--- config.mk ---
export PLATFORM = sky130hd
export DESIGN_NAME = spimem_line_cache
export DESIGN_NICKNAME = d
export VERILOG_FILES = /design/src/rtl/spimem_cache_pkg.sv /design/src/rtl/spimem_cache_ram.sv /design/src/rtl/spimem_line_cache.sv
export SDC_FILE = /design/constraint.sdc
export NUM_CORES = 2
export LEC_CHECK = 0
export ABC_AREA = 1
export BUFFER_PORTS_ARGS = -buffer_cell sky130_fd_sc_hd__buf_2
export CAP_MARGIN = 5
export CELL_PAD_IN_SITES_DETAIL_PLACEMENT = 2
export CELL_PAD_IN_SITES_GLOBAL_PLACEMENT = 2
export CORE_MARGIN = 10
export CORE_UTILIZATION = 40
export CTS_CLUSTER_DIAMETER = 40
export DETAILED_ROUTE_END_ITERATION = 8
export PLACE_DENSITY = 0.78
export SYNTH_ARGS = -nofsm -noshare
export SYNTH_HDL_FRONTEND = slang
export SYNTH_SLANG_ARGS = --single-unit
--- constraint.sdc ---
create_clock -name clk -period 5.3 [get_ports clk]
set_input_delay 0.53 -clock clk [delete_from_list [all_inputs] [get_ports clk]]
set_output_delay 0.53 -clock clk [all_outputs]
set_load 0.03 [all_outputs]
--- src/rtl/spimem_cache_pkg.sv ---
// rtl/spimem_cache_pkg.sv - shared types and address-field width helpers for the SPI flash line cache
package spimem_cache_pkg;

   typedef enum logic [1:0] {
      IDLE = 2'd0,
      FILL = 2'd1,
      RESP = 2'd2
   } state_t;

   localparam int DATA_W = 32;

   function automatic int off_w(input int words);
      return $clog2(words);
   endfunction

   function automatic int idx_w(input int lines);
      return $clog2(lines);
   endfunction

   // Byte address = {tag, index, word offset, 2'b00}
   function automatic int tag_w(input int addr_w, input int lines, input int words);
      return addr_w - 2 - $clog2(lines) - $clog2(words);
   endfunction

endpackage

--- src/rtl/spimem_cache_ram.sv ---
// rtl/spimem_cache_ram.sv - tag/valid/data storage: combinational read by index, synchronous word write
module spimem_cache_ram
   import spimem_cache_pkg::*;
#(
   parameter  int LINES = 16,
   parameter  int WORDS = 4,
   parameter  int TAG_W = 16,
   localparam int IDX_W = idx_w(LINES),
   localparam int OFF_W = off_w(WORDS)
) (
   input  logic              clk,
   input  logic              resetn,
   input  logic              flush,
   input  logic [IDX_W-1:0]  rd_idx,
   input  logic [OFF_W-1:0]  rd_off,
   output logic [TAG_W-1:0]  rd_tag,
   output logic              rd_valid,
   output logic [DATA_W-1:0] rd_word,
   input  logic              wr_en,
   input  logic [IDX_W-1:0]  wr_idx,
   input  logic [OFF_W-1:0]  wr_off,
   input  logic [DATA_W-1:0] wr_data,
   input  logic              tag_we,
   input  logic [TAG_W-1:0]  tag_wdata,
   input  logic              tag_set_valid
);

   logic [DATA_W-1:0] data_q [LINES][WORDS];
   logic [TAG_W-1:0]  tag_q  [LINES];
   logic [LINES-1:0]  valid_q;

   assign rd_tag   = tag_q[rd_idx];
   assign rd_valid = valid_q[rd_idx];
   assign rd_word  = data_q[rd_idx][rd_off];

   always_ff @(posedge clk) begin
      if (wr_en) begin
         data_q[wr_idx][wr_off] <= wr_data;
      end
      if (tag_we) begin
         tag_q[wr_idx] <= tag_wdata;
      end
   end

   // Only the valid bits are reset; flush wins over a same-cycle line install
   always_ff @(posedge clk or negedge resetn) begin
      if (!resetn) begin
         valid_q <= '0;
      end else if (flush) begin
         valid_q <= '0;
      end else if (tag_we) begin
         valid_q[wr_idx] <= tag_set_valid;
      end
   end

endmodule

--- src/rtl/spimem_line_cache.sv ---
// rtl/spimem_line_cache.sv - direct-mapped read-only line cache in front of spimemio; SPIMEM_CACHE_STATS_EN adds hit/miss counters
module spimem_line_cache
   import spimem_cache_pkg::*;
#(
   parameter int LINES  = 16,
   parameter int WORDS  = 4,
   parameter int ADDR_W = 24
) (
   input  logic              clk,
   input  logic              resetn,
   input  logic              mem_valid,
   output logic              mem_ready,
   input  logic [ADDR_W-1:0] mem_addr,
   output logic [31:0]       mem_rdata,
   input  logic              flush,
   output logic              flash_valid,
   input  logic              flash_ready,
   output logic [ADDR_W-1:0] flash_addr,
   input  logic [31:0]       flash_rdata
`ifdef SPIMEM_CACHE_STATS_EN
   ,
   output logic [31:0]       hit_count,
   output logic [31:0]       miss_count
`endif
);

   localparam int OFF_W = off_w(WORDS);
   localparam int IDX_W = idx_w(LINES);
   localparam int TAG_W = tag_w(ADDR_W, LINES, WORDS);
   localparam logic [OFF_W-1:0] LAST_CNT = OFF_W'(WORDS - 1);

   state_t            state_q, state_d;
   logic [OFF_W-1:0]  cnt_q, cnt_d;
   logic [OFF_W-1:0]  off_q, off_d;
   logic [IDX_W-1:0]  idx_q, idx_d;
   logic [TAG_W-1:0]  tag_q, tag_d;
   logic              kill_q, kill_d;
   logic              mem_ready_q, mem_ready_d;
   logic [31:0]       mem_rdata_q, mem_rdata_d;
   logic              flash_valid_q, flash_valid_d;
   logic [ADDR_W-1:0] flash_addr_q, flash_addr_d;

   logic [OFF_W-1:0]  req_off;
   logic [IDX_W-1:0]  req_idx;
   logic [TAG_W-1:0]  req_tag;
   logic [IDX_W-1:0]  rd_idx;
   logic [OFF_W-1:0]  rd_off;
   logic [TAG_W-1:0]  rd_tag;
   logic              rd_valid;
   logic [31:0]       rd_word;
   logic              lookup, hit, beat;
   logic              wr_en, tag_we;
   logic              unused_addr_bits;

   assign req_off = mem_addr[OFF_W+1:2];
   assign req_idx = mem_addr[OFF_W+2 +: IDX_W];
   assign req_tag = mem_addr[ADDR_W-1 -: TAG_W];
   assign unused_addr_bits = ^mem_addr[1:0];

   // While busy the storage is addressed by the latched request, not the live bus
   assign rd_idx = (state_q == IDLE) ? req_idx : idx_q;
   assign rd_off = (state_q == IDLE) ? req_off : off_q;

   assign lookup = (state_q == IDLE) && mem_valid && !mem_ready_q;
   assign hit    = lookup && rd_valid && (rd_tag == req_tag);
   assign beat   = (state_q == FILL) && flash_valid_q && flash_ready;

   spimem_cache_ram #(
      .LINES (LINES),
      .WORDS (WORDS),
      .TAG_W (TAG_W)
   ) u_ram (
      .clk           (clk),
      .resetn        (resetn),
      .flush         (flush),
      .rd_idx        (rd_idx),
      .rd_off        (rd_off),
      .rd_tag        (rd_tag),
      .rd_valid      (rd_valid),
      .rd_word       (rd_word),
      .wr_en         (wr_en),
      .wr_idx        (idx_q),
      .wr_off        (cnt_q),
      .wr_data       (flash_rdata),
      .tag_we        (tag_we),
      .tag_wdata     (tag_q),
      .tag_set_valid (!(kill_q || flush))
   );

   always_comb begin
      state_d       = state_q;
      cnt_d         = cnt_q;
      off_d         = off_q;
      idx_d         = idx_q;
      tag_d         = tag_q;
      kill_d        = kill_q;
      mem_ready_d   = 1'b0;
      mem_rdata_d   = mem_rdata_q;
      flash_valid_d = flash_valid_q;
      flash_addr_d  = flash_addr_q;
      wr_en         = 1'b0;
      tag_we        = 1'b0;

      case (state_q)
         IDLE: begin
            if (hit) begin
               mem_ready_d = 1'b1;
               mem_rdata_d = rd_word;
            end else if (lookup) begin
               state_d       = FILL;
               cnt_d         = '0;
               off_d         = req_off;
               idx_d         = req_idx;
               tag_d         = req_tag;
               flash_valid_d = 1'b1;
               flash_addr_d  = {req_tag, req_idx, {OFF_W{1'b0}}, 2'b00};
            end
         end
         FILL: begin
            // A flush mid-fill must not let the line it raced with become valid
            if (flush) begin
               kill_d = 1'b1;
            end
            if (beat) begin
               wr_en        = 1'b1;
               cnt_d        = cnt_q + 1'b1;
               flash_addr_d = flash_addr_q + ADDR_W'(4);
               if (cnt_q == LAST_CNT) begin
                  tag_we        = 1'b1;
                  flash_valid_d = 1'b0;
                  state_d       = RESP;
               end
            end
         end
         RESP: begin
            if (mem_valid) begin
               mem_ready_d = 1'b1;
               mem_rdata_d = rd_word;
            end
            kill_d  = 1'b0;
            state_d = IDLE;
         end
         default: begin
            state_d       = IDLE;
            flash_valid_d = 1'b0;
         end
      endcase
   end

   always_ff @(posedge clk or negedge resetn) begin
      if (!resetn) begin
         state_q       <= IDLE;
         cnt_q         <= '0;
         off_q         <= '0;
         idx_q         <= '0;
         tag_q         <= '0;
         kill_q        <= 1'b0;
         mem_ready_q   <= 1'b0;
         mem_rdata_q   <= '0;
         flash_valid_q <= 1'b0;
         flash_addr_q  <= '0;
      end else begin
         state_q       <= state_d;
         cnt_q         <= cnt_d;
         off_q         <= off_d;
         idx_q         <= idx_d;
         tag_q         <= tag_d;
         kill_q        <= kill_d;
         mem_ready_q   <= mem_ready_d;
         mem_rdata_q   <= mem_rdata_d;
         flash_valid_q <= flash_valid_d;
         flash_addr_q  <= flash_addr_d;
      end
   end

   assign mem_ready   = mem_ready_q;
   assign mem_rdata   = mem_rdata_q;
   assign flash_valid = flash_valid_q;
   assign flash_addr  = flash_addr_q;

`ifdef SPIMEM_CACHE_STATS_EN
   always_ff @(posedge clk or negedge resetn) begin
      if (!resetn) begin
         hit_count  <= '0;
         miss_count <= '0;
      end else if (flush) begin
         hit_count  <= '0;
         miss_count <= '0;
      end else begin
         if (hit && (hit_count != 32'hFFFF_FFFF)) begin
            hit_count <= hit_count + 32'd1;
         end
         if (lookup && !hit && (miss_count != 32'hFFFF_FFFF)) begin
            miss_count <= miss_count + 32'd1;
         end
      end
   end
`endif

endmodule

Word level (Yosys, flattened, before mapping)
Memory sizes are Yosys's and may differ from the RTL's. Cells that the tools add are included.

Bits in registers: 101. Bits in latches: 0. Memory bits (writable): 2304. ROM bits: 0. Input port bits: 61. Output and inout bits: 58. Logic and storage cells: 107. Memories kept: 2.

Memory list: u_ram.data_q (depth 16, bits a word 128, read ports 1, clocked after Yosys merged registers in 0, write ports 1, RTL line spimem_cache_ram.sv:28) `logic [DATA_W-1:0] data_q [LINES][WORDS];`; u_ram.tag_q (depth 16, bits a word 16, read ports 1, clocked after Yosys merged registers in 0, write ports 1, RTL line spimem_cache_ram.sv:29) `logic [TAG_W-1:0] tag_q [LINES];`.

Add/subtract/negate cells: 2. Multipliers: 0. Div/mod/pow operators: 0. Magnitude comparators: 6. Equal/unequal tests: 11. Shift-type cells: 0. Multiplexer cells: 49. Bitwise logic cells: 4. Reductions and logical operators: 22.

Operator list (count): 2-to-1 mux 32 bit (5); 2-to-1 mux 128 bit (1); 2-to-1 mux 24 bit (3); binary-select mux 32 bit (select 2 bit) (1); demux 32 bit (select 2 bit) (1); one-hot mux 32 bit (2 select lines) (1); one-hot mux 24 bit (2 select lines) (1); 2-to-1 mux 16 bit (2); adder 24 x 3 -> 24 bit (second input constant) (1); 2-to-1 mux 1 bit (17); bitwise mux 16 bit (1); equality test 16 bit (1); 2-to-1 mux 2 bit (8); != test 2 bit (second input constant) (6); less-than comparator 4 x 5 -> 1 bit (second input constant) (2); logical AND 1 bit (8); one-hot mux 2 bit (2 select lines) (2); AND reduction 4 bit (2); nonzero test 2 bit (4); >= comparator 3 bit (second input constant) (2); inverter 2 -> 3 bit (2); AND reduction 3 bit (2); AND reduction 5 bit (1); binary-select mux 1 bit (select 4 bit) (1); 15 further kinds (19).

Longest topological paths before layout
Depth in word-level cells: 8. Depth in mapped cells: 23. Mapped depth without buffers: 20.

Modules after synthesis
A second synthesis with hierarchy kept.

Cell total of the unflattened synthesis: 8198. Area total of the unflattened synthesis: 97457.2 um^2.

By module, submodules not included: spimem_cache_ram (times used 1, cells each 7568, area each 93028.0 um^2, sequential area each 69586.7 um^2); spimem_line_cache (times used 1, cells each 630, area each 4429.2 um^2, sequential area each 2077.0 um^2).

Worst setup path before layout
OpenSTA, ideal clock, no wires.

Path type: register -> register. Start point: register state_q[0]. End point: memory u_ram.data_q[0][0] (netlist bit) (enable). Setup time: 0.421 ns. Arrival: 3.378 ns. Required time: 4.879 ns. Path slack: 1.501 ns. Stages on the path, launching flop included: 10. Buffers on the path: 3. Period minus slack after synthesis: 3.799 ns. Cells stage by stage: dfrtp_1 buf_2 inv_1 nor2_1 nand3_1 inv_1 nand2_1 clkbuf_1 buf_1 nor2_1.

Cells in the longest elaborated chain, start to end: 7.

RTL lines: from (decl) (RTL line spimem_line_cache.sv:32) `state_t state_q, state_d;`; from (signal assigned) (RTL line spimem_line_cache.sv:163) `state_q <= state_d;`; equality test 2 x 1 -> 1 bit * (RTL line spimem_line_cache.sv:66, spimem_line_cache.sv:104); logical AND 1 bit (2 in series) (RTL line spimem_line_cache.sv:66) `assign beat = (state_q == FILL) && flash_valid_q && flash_ready;`; 2-to-1 mux 1 bit (RTL line spimem_line_cache.sv:124) `if (beat) begin`; 2-to-1 mux 1 bit * (RTL line spimem_line_cache.sv:104) `case (state_q)`; 2-to-1 mux 1 bit * (RTL line spimem_cache_ram.sv:37) `if (wr_en) begin`; 2-to-1 mux 128 bit (not written as such) * (RTL line spimem_cache_ram.sv:38) `data_q[wr_idx][wr_off] <= wr_data;`; to (decl) (RTL line spimem_cache_ram.sv:28).

Mark *: on every way between the ends. The rest lies on a longest branch, timed or not.

Worst setup path after layout
Start point: register state_q[0]. End point: register mem_rdata_q[28], in the netlist mem_rdata[28].

Cells in the longest elaborated chain, start to end: 8. Elaborated cells on any way between the ends: 24. Classes of those cells: 4 x eq/ne; 10 x mux; 1 x bitwise; 7 x reduce/logical; 2 x memory.

RTL lines: zero test 2 bit; 2-to-1 mux 4 bit or 2-to-1 mux 2 bit (tied branches) (RTL line spimem_line_cache.sv:61, spimem_line_cache.sv:62); memory read (16 x 128 bit), or another cell as far along; binary-select mux 32 bit (select 2 bit) or 2-to-1 mux 1 bit (tied branches) (RTL line spimem_cache_ram.sv:34, spimem_cache_ram.sv:33); 2-to-1 mux 32 bit (not written as such) or logical AND 1 bit (tied branches) (2 in series) (RTL line spimem_cache_ram.sv:34, spimem_line_cache.sv:65); 2-to-1 mux 32 bit, or another cell as far along (RTL line spimem_line_cache.sv:136) `if (mem_valid) begin`; one-hot mux 32 bit (2 select lines) or AND reduction 3 bit (tied branches); to (signal assigned) (RTL line spimem_line_cache.sv:170) `mem_rdata_q <= mem_rdata_d;`; to (decl) (RTL line spimem_line_cache.sv:39) `logic [31:0] mem_rdata_q, mem_rdata_d;`.

Several ways; a longest one is shown, not always the timed one. The select of a mux whose other input is x is not followed. A chain may end at the register's enable or synchronous reset.

==> flow_results.xml <==
<?xml version="1.0" encoding="UTF-8"?>
<metrics>
  <group name="route">
    <metric name="drt.antenna.violating_nets" unit="">0</metric>
    <metric name="number_of_remaining_drc_errors" unit="">0</metric>
    <metric name="via_count" unit="">71280</metric>
    <metric name="wire_per_inst" unit="um">37.30</metric>
    <metric name="viasPerCell" unit="">6.456</metric>
    <metric name="routed_wirelength" unit="mm">411.8</metric>
    <metric name="initialDrtViolationCount" unit="">9776</metric>
    <metric name="detailedRoute.firstPassIterationCount" unit="">5</metric>
  </group>
  <group name="global_route">
    <metric name="groute.usage.overall" unit="">0.3047</metric>
    <metric name="grt_max_degree" unit="">148</metric>
    <metric name="grt_pass1_vias" unit="">78160</metric>
    <metric name="global_route_wire_length_before_repair" unit="mm">583.1</metric>
    <metric name="gr-total-overflow" unit="">0</metric>
    <metric name="antenna_violations_before_repair" unit="">16</metric>
  </group>
  <group name="floorplanning">
    <metric name="effective_utilization_at_floorplan" unit="">0.4022</metric>
    <metric name="die_width" unit="um">509.2</metric>
    <metric name="area_enclosed_by_the_die_boundary" unit="mm^2">0.2593</metric>
    <metric name="placeableCoreArea" unit="mm^2">0.2381</metric>
    <metric name="pin_count" unit="">119</metric>
    <metric name="row_count" unit="">179</metric>
    <metric name="floorplan.die.height" unit="um">509.2</metric>
  </group>
  <group name="clock_network">
    <metric name="cts.sink_count" unit="">2403</metric>
    <metric name="clkSlewWorstSetupHoldPaths" unit="ns">0.07</metric>
    <metric name="cts_repair_resize_count" unit="">0</metric>
    <metric name="worst_skew_pair_later_pin_latency" unit="ns">0.99</metric>
    <metric name="htreeDepth" unit="">5</metric>
    <metric name="cts_inserted_buffers" unit="">380</metric>
    <metric name="clk_path_buf_depth" unit="">4</metric>
    <metric name="cts.hold.buffers_added" unit="">22</metric>
    <metric name="clk_root_buffer_cell" unit="">clkbuf_16</metric>
    <metric name="post-cts-setup-buffers" unit="">0</metric>
    <metric name="cts_tree" unit="">done</metric>
  </group>
  <group name="worst_setup_path">
    <metric name="critical_path_required" unit="ns">6.11</metric>
    <metric name="critPathCaptureType" unit="">register</metric>
    <metric name="path_max_fanout" unit="">51</metric>
    <metric name="start_kind" unit="">register</metric>
    <metric name="cp_data_arrival_time" unit="ns">5.85</metric>
    <metric name="critical_path_class" unit="">register to register</metric>
  </group>
  <group name="power">
    <metric name="seq_power_share" unit="">0.282</metric>
    <metric name="total_power" unit="mW">78.54</metric>
    <metric name="net-switching-power" unit="mW">34.20</metric>
    <metric name="clkPwrFrac" unit="">0.335</metric>
    <metric name="irDropWorstVdd" unit="mV">0.6363</metric>
    <metric name="cellLeakagePower" unit="nW">37.92</metric>
    <metric name="power.density" unit="mW/mm^2">689.7</metric>
    <metric name="share_comb_of_total_power" unit="">0.384</metric>
    <metric name="switching_share" unit="">0.4354</metric>
    <metric name="cell_internal_pwr" unit="mW">44.35</metric>
  </group>
  <group name="finish">
    <metric name="share_of_final_layout_standard_cells_stronger_than_drive_strength_1" unit="">0.1335</metric>
    <metric name="mostFrequentLayoutCell" unit="">edfxtp_1</metric>
    <metric name="post-route-util" unit="">0.4784</metric>
    <metric name="nets" unit="">7618</metric>
    <metric name="final_area" unit="mm^2">0.1139</metric>
    <metric name="flow.area_growth_from_synthesis" unit="%">18.95</metric>
    <metric name="total_of_fill_cells_in_the_finished_design" unit="">22500</metric>
    <metric name="most-common-layout-cells" unit="">edfxtp_1, nor2_1, o21ai_0</metric>
  </group>
  <group name="sta">
    <metric name="period_share" unit="">0.9511</metric>
    <metric name="timing.setup.tns" unit="ns">0</metric>
    <metric name="timing_max_transition_violations_final" unit="">0</metric>
    <metric name="setup_repair_after_global_routing_missed_its_margin" unit="">false</metric>
    <metric name="finalHoldViolations" unit="">0</metric>
    <metric name="clock.fmax" unit="MHz">198.4</metric>
    <metric name="fin_clk_skew" unit="ns">0.1086</metric>
    <metric name="final_period_minus_worst_setup_slack" unit="ns">5.041</metric>
    <metric name="relSlewSlack" unit="">0.04969</metric>
    <metric name="timing.final.setup_violations" unit="">0</metric>
    <metric name="hold-worst-slack" unit="ns">0.01660</metric>
    <metric name="slew_at_the_pin_with_the_worst_max_slew_slack" unit="ns">1.425</metric>
  </group>
  <group name="place">
    <metric name="routabilityCongestion" unit="">0.8160</metric>
    <metric name="place.port_buffers" unit="">114</metric>
    <metric name="placed_area" unit="mm^2">0.1005</metric>
    <metric name="hpwl_reported_at_the_end_of_detailed_placement" unit="mm">202.5</metric>
  </group>
  <group name="yosys">
    <metric name="async_reset_ff_frac" unit="">0.04120</metric>
    <metric name="synthesis.yosys.warnings" unit="">0</metric>
    <metric name="primary_ff_master_synth" unit="">edfxtp_1</metric>
    <metric name="ys_top_cells_by_area" unit="">edfxtp_1, o21ai_0, nor2_1</metric>
    <metric name="postSynthRegisterBits" unit="">2403</metric>
    <metric name="synth_edf_count" unit="">2304</metric>
    <metric name="synth_area" unit="mm^2">0.09574</metric>
    <metric name="yosys.area.top_type_share" unit="">0.7226</metric>
    <metric name="ys_types" unit="">36</metric>
    <metric name="share_of_the_yosys_chip_area_belonging_to_registers" unit="">0.7485</metric>
    <metric name="synthesis.instances" unit="">7365</metric>
    <metric name="netlist.top_cell.by_area" unit="">edfxtp_1</metric>
    <metric name="synthesis.area_per_instance" unit="um^2">13.00</metric>
  </group>
  <group name="run">
    <metric name="drv_cap" unit="">0</metric>
  </group>
  <group name="run_status">
    <metric name="outcome" unit="">finished clean</metric>
  </group>
  <group name="min_path">
    <metric name="hp-class" unit="">input pin to register</metric>
  </group>
</metrics>
kinds of logic after synthesis:
logic type / count (synthesis) / synth area share
and+or+nand+nor: 2336 / 0.1000
adders and majority gates: 5 / 0.0006534
AOI/OAI and AO/OA: 1873 / 0.1182
buffers and inverters: 731 / 0.03115
xor gates and xnor gates: 16 / 0.001464
DFF: 2403 / 0.7485
other: 1 / 0.00003917
critical path, cell delays in order, from the launching register on:
cell and delay, ns:
dfrtp_1 0.52, nor2_8 0.39, nand2_2 0.41, nand2_8 0.51
buf_12 0.30, nand2_1 0.14, nand2_1 0.12, nand2_1 0.07
nand3_1 0.12, nand3_1 0.14, nand3_1 0.13, nand2_1 0.12
nor2_1 0.17, nand2_1 0.07, nor2_1 0.23, nand3_2 0.24
nand2_2 0.29, inv_2 0.46, nand2_1 0.28, nand2_1 0.11
sequential cells by signal, indices dropped and copies added (netlist names), 4 cells and up:
| signal | cells |
|---|---|
| u_ram.data_q | 2048 |
| u_ram.tag_q | 256 |
| mem_rdata | 32 |
| flash_addr | 22 |
| tag_q | 16 |
| u_ram.valid_q | 16 |
| idx_q | 4 |
stage by stage:
step / worst slack (ns) / std cells
2_1_floorplan: 1.501 / 7366
3_3_place_gp: 0.9587 / 10300
3_5_place_dp: 0.6523 / 10300
4_1_cts: 0.4127 / 11010
5_1_grt: 0.1213 / 11040
6_report: 0.2592 / 11040
power groups by stage:
stage	Sequential (mW)	Combinational, mW	Clock [mW]
2_1_floorplan	22.5	16.1	0
3_3_place_gp	22.4	25.1	0
3_5_place_dp	22.5	27.3	0
4_1_cts	22.1	29.2	26.3
5_1_grt	22.2	31.6	27.1
6_report	22.1	30.1	26.3
layer usage:
metal,share of wire,up-vias,global-route usage
met2,0.51,4477,0.5268
met3,0.074,1190,0.05307
met5,0.00011,-,0
met1,0.36,37570,0.3608
met4,0.055,8,0.1685
li1,-,28030,-
layout make-up:
| cell class | count | area (um^2) | share of cell area |
|---|---|---|---|
| antenna | 16 | 40.04 | 0.0003516 |
| timing repair buffer | 343 | 2972 | 0.02609 |
| clock buffer | 418 | 9776 | 0.08584 |
| clock inverter | 269 | 3033 | 0.02663 |
| tap | 3167 | 3963 | 0.03479 |
| sequential | 2403 | 71660 | 0.6293 |
| inverter | 192 | 737.0 | 0.006471 |
| multi-input combinational | 4232 | 21700 | 0.1906 |
path summary, 6_finish.rpt:
kind                           startpoint  slack (ns)  cells after the start              endpoint
hold reg to reg             mem_rdata[26]        0.51                      2         mem_rdata[26]
setup / recovery               state_q[0]        0.26                     19         mem_rdata[28]
min in group asynchronous          resetn        0.18                      2          mem_rdata[2]
max in group asynchronous          resetn        3.61                      3         mem_rdata[14]
hold / removal             flash_rdata[1]        0.02                      1  u_ram.data_q[15][33]
setup reg to reg               state_q[0]        0.26                     19         mem_rdata[28]
cells in the mapped netlist (2+ instances only):
cell	n
ha_1	5
o21ai_1	11
nor2_1	1160
nand2_1	594
buf_2	71
dfrtp_1	99
buf_6	12
inv_1	186
o211ai_1	256
xor2_1	8
o221ai_1	256
edfxtp_1	2304
buf_4	16
o21ai_0	1056
buf_1	28
o21ai_2	4
o22ai_1	256
xnor2_1	8
a21oi_1	32
nor4_1	3
nand3_1	534
clkbuf_1	412
nand4_1	27
inv_2	5
nor3_1	5
nand3b_1	2
nand2_2	6
Power figures use the tool's default switching activity.
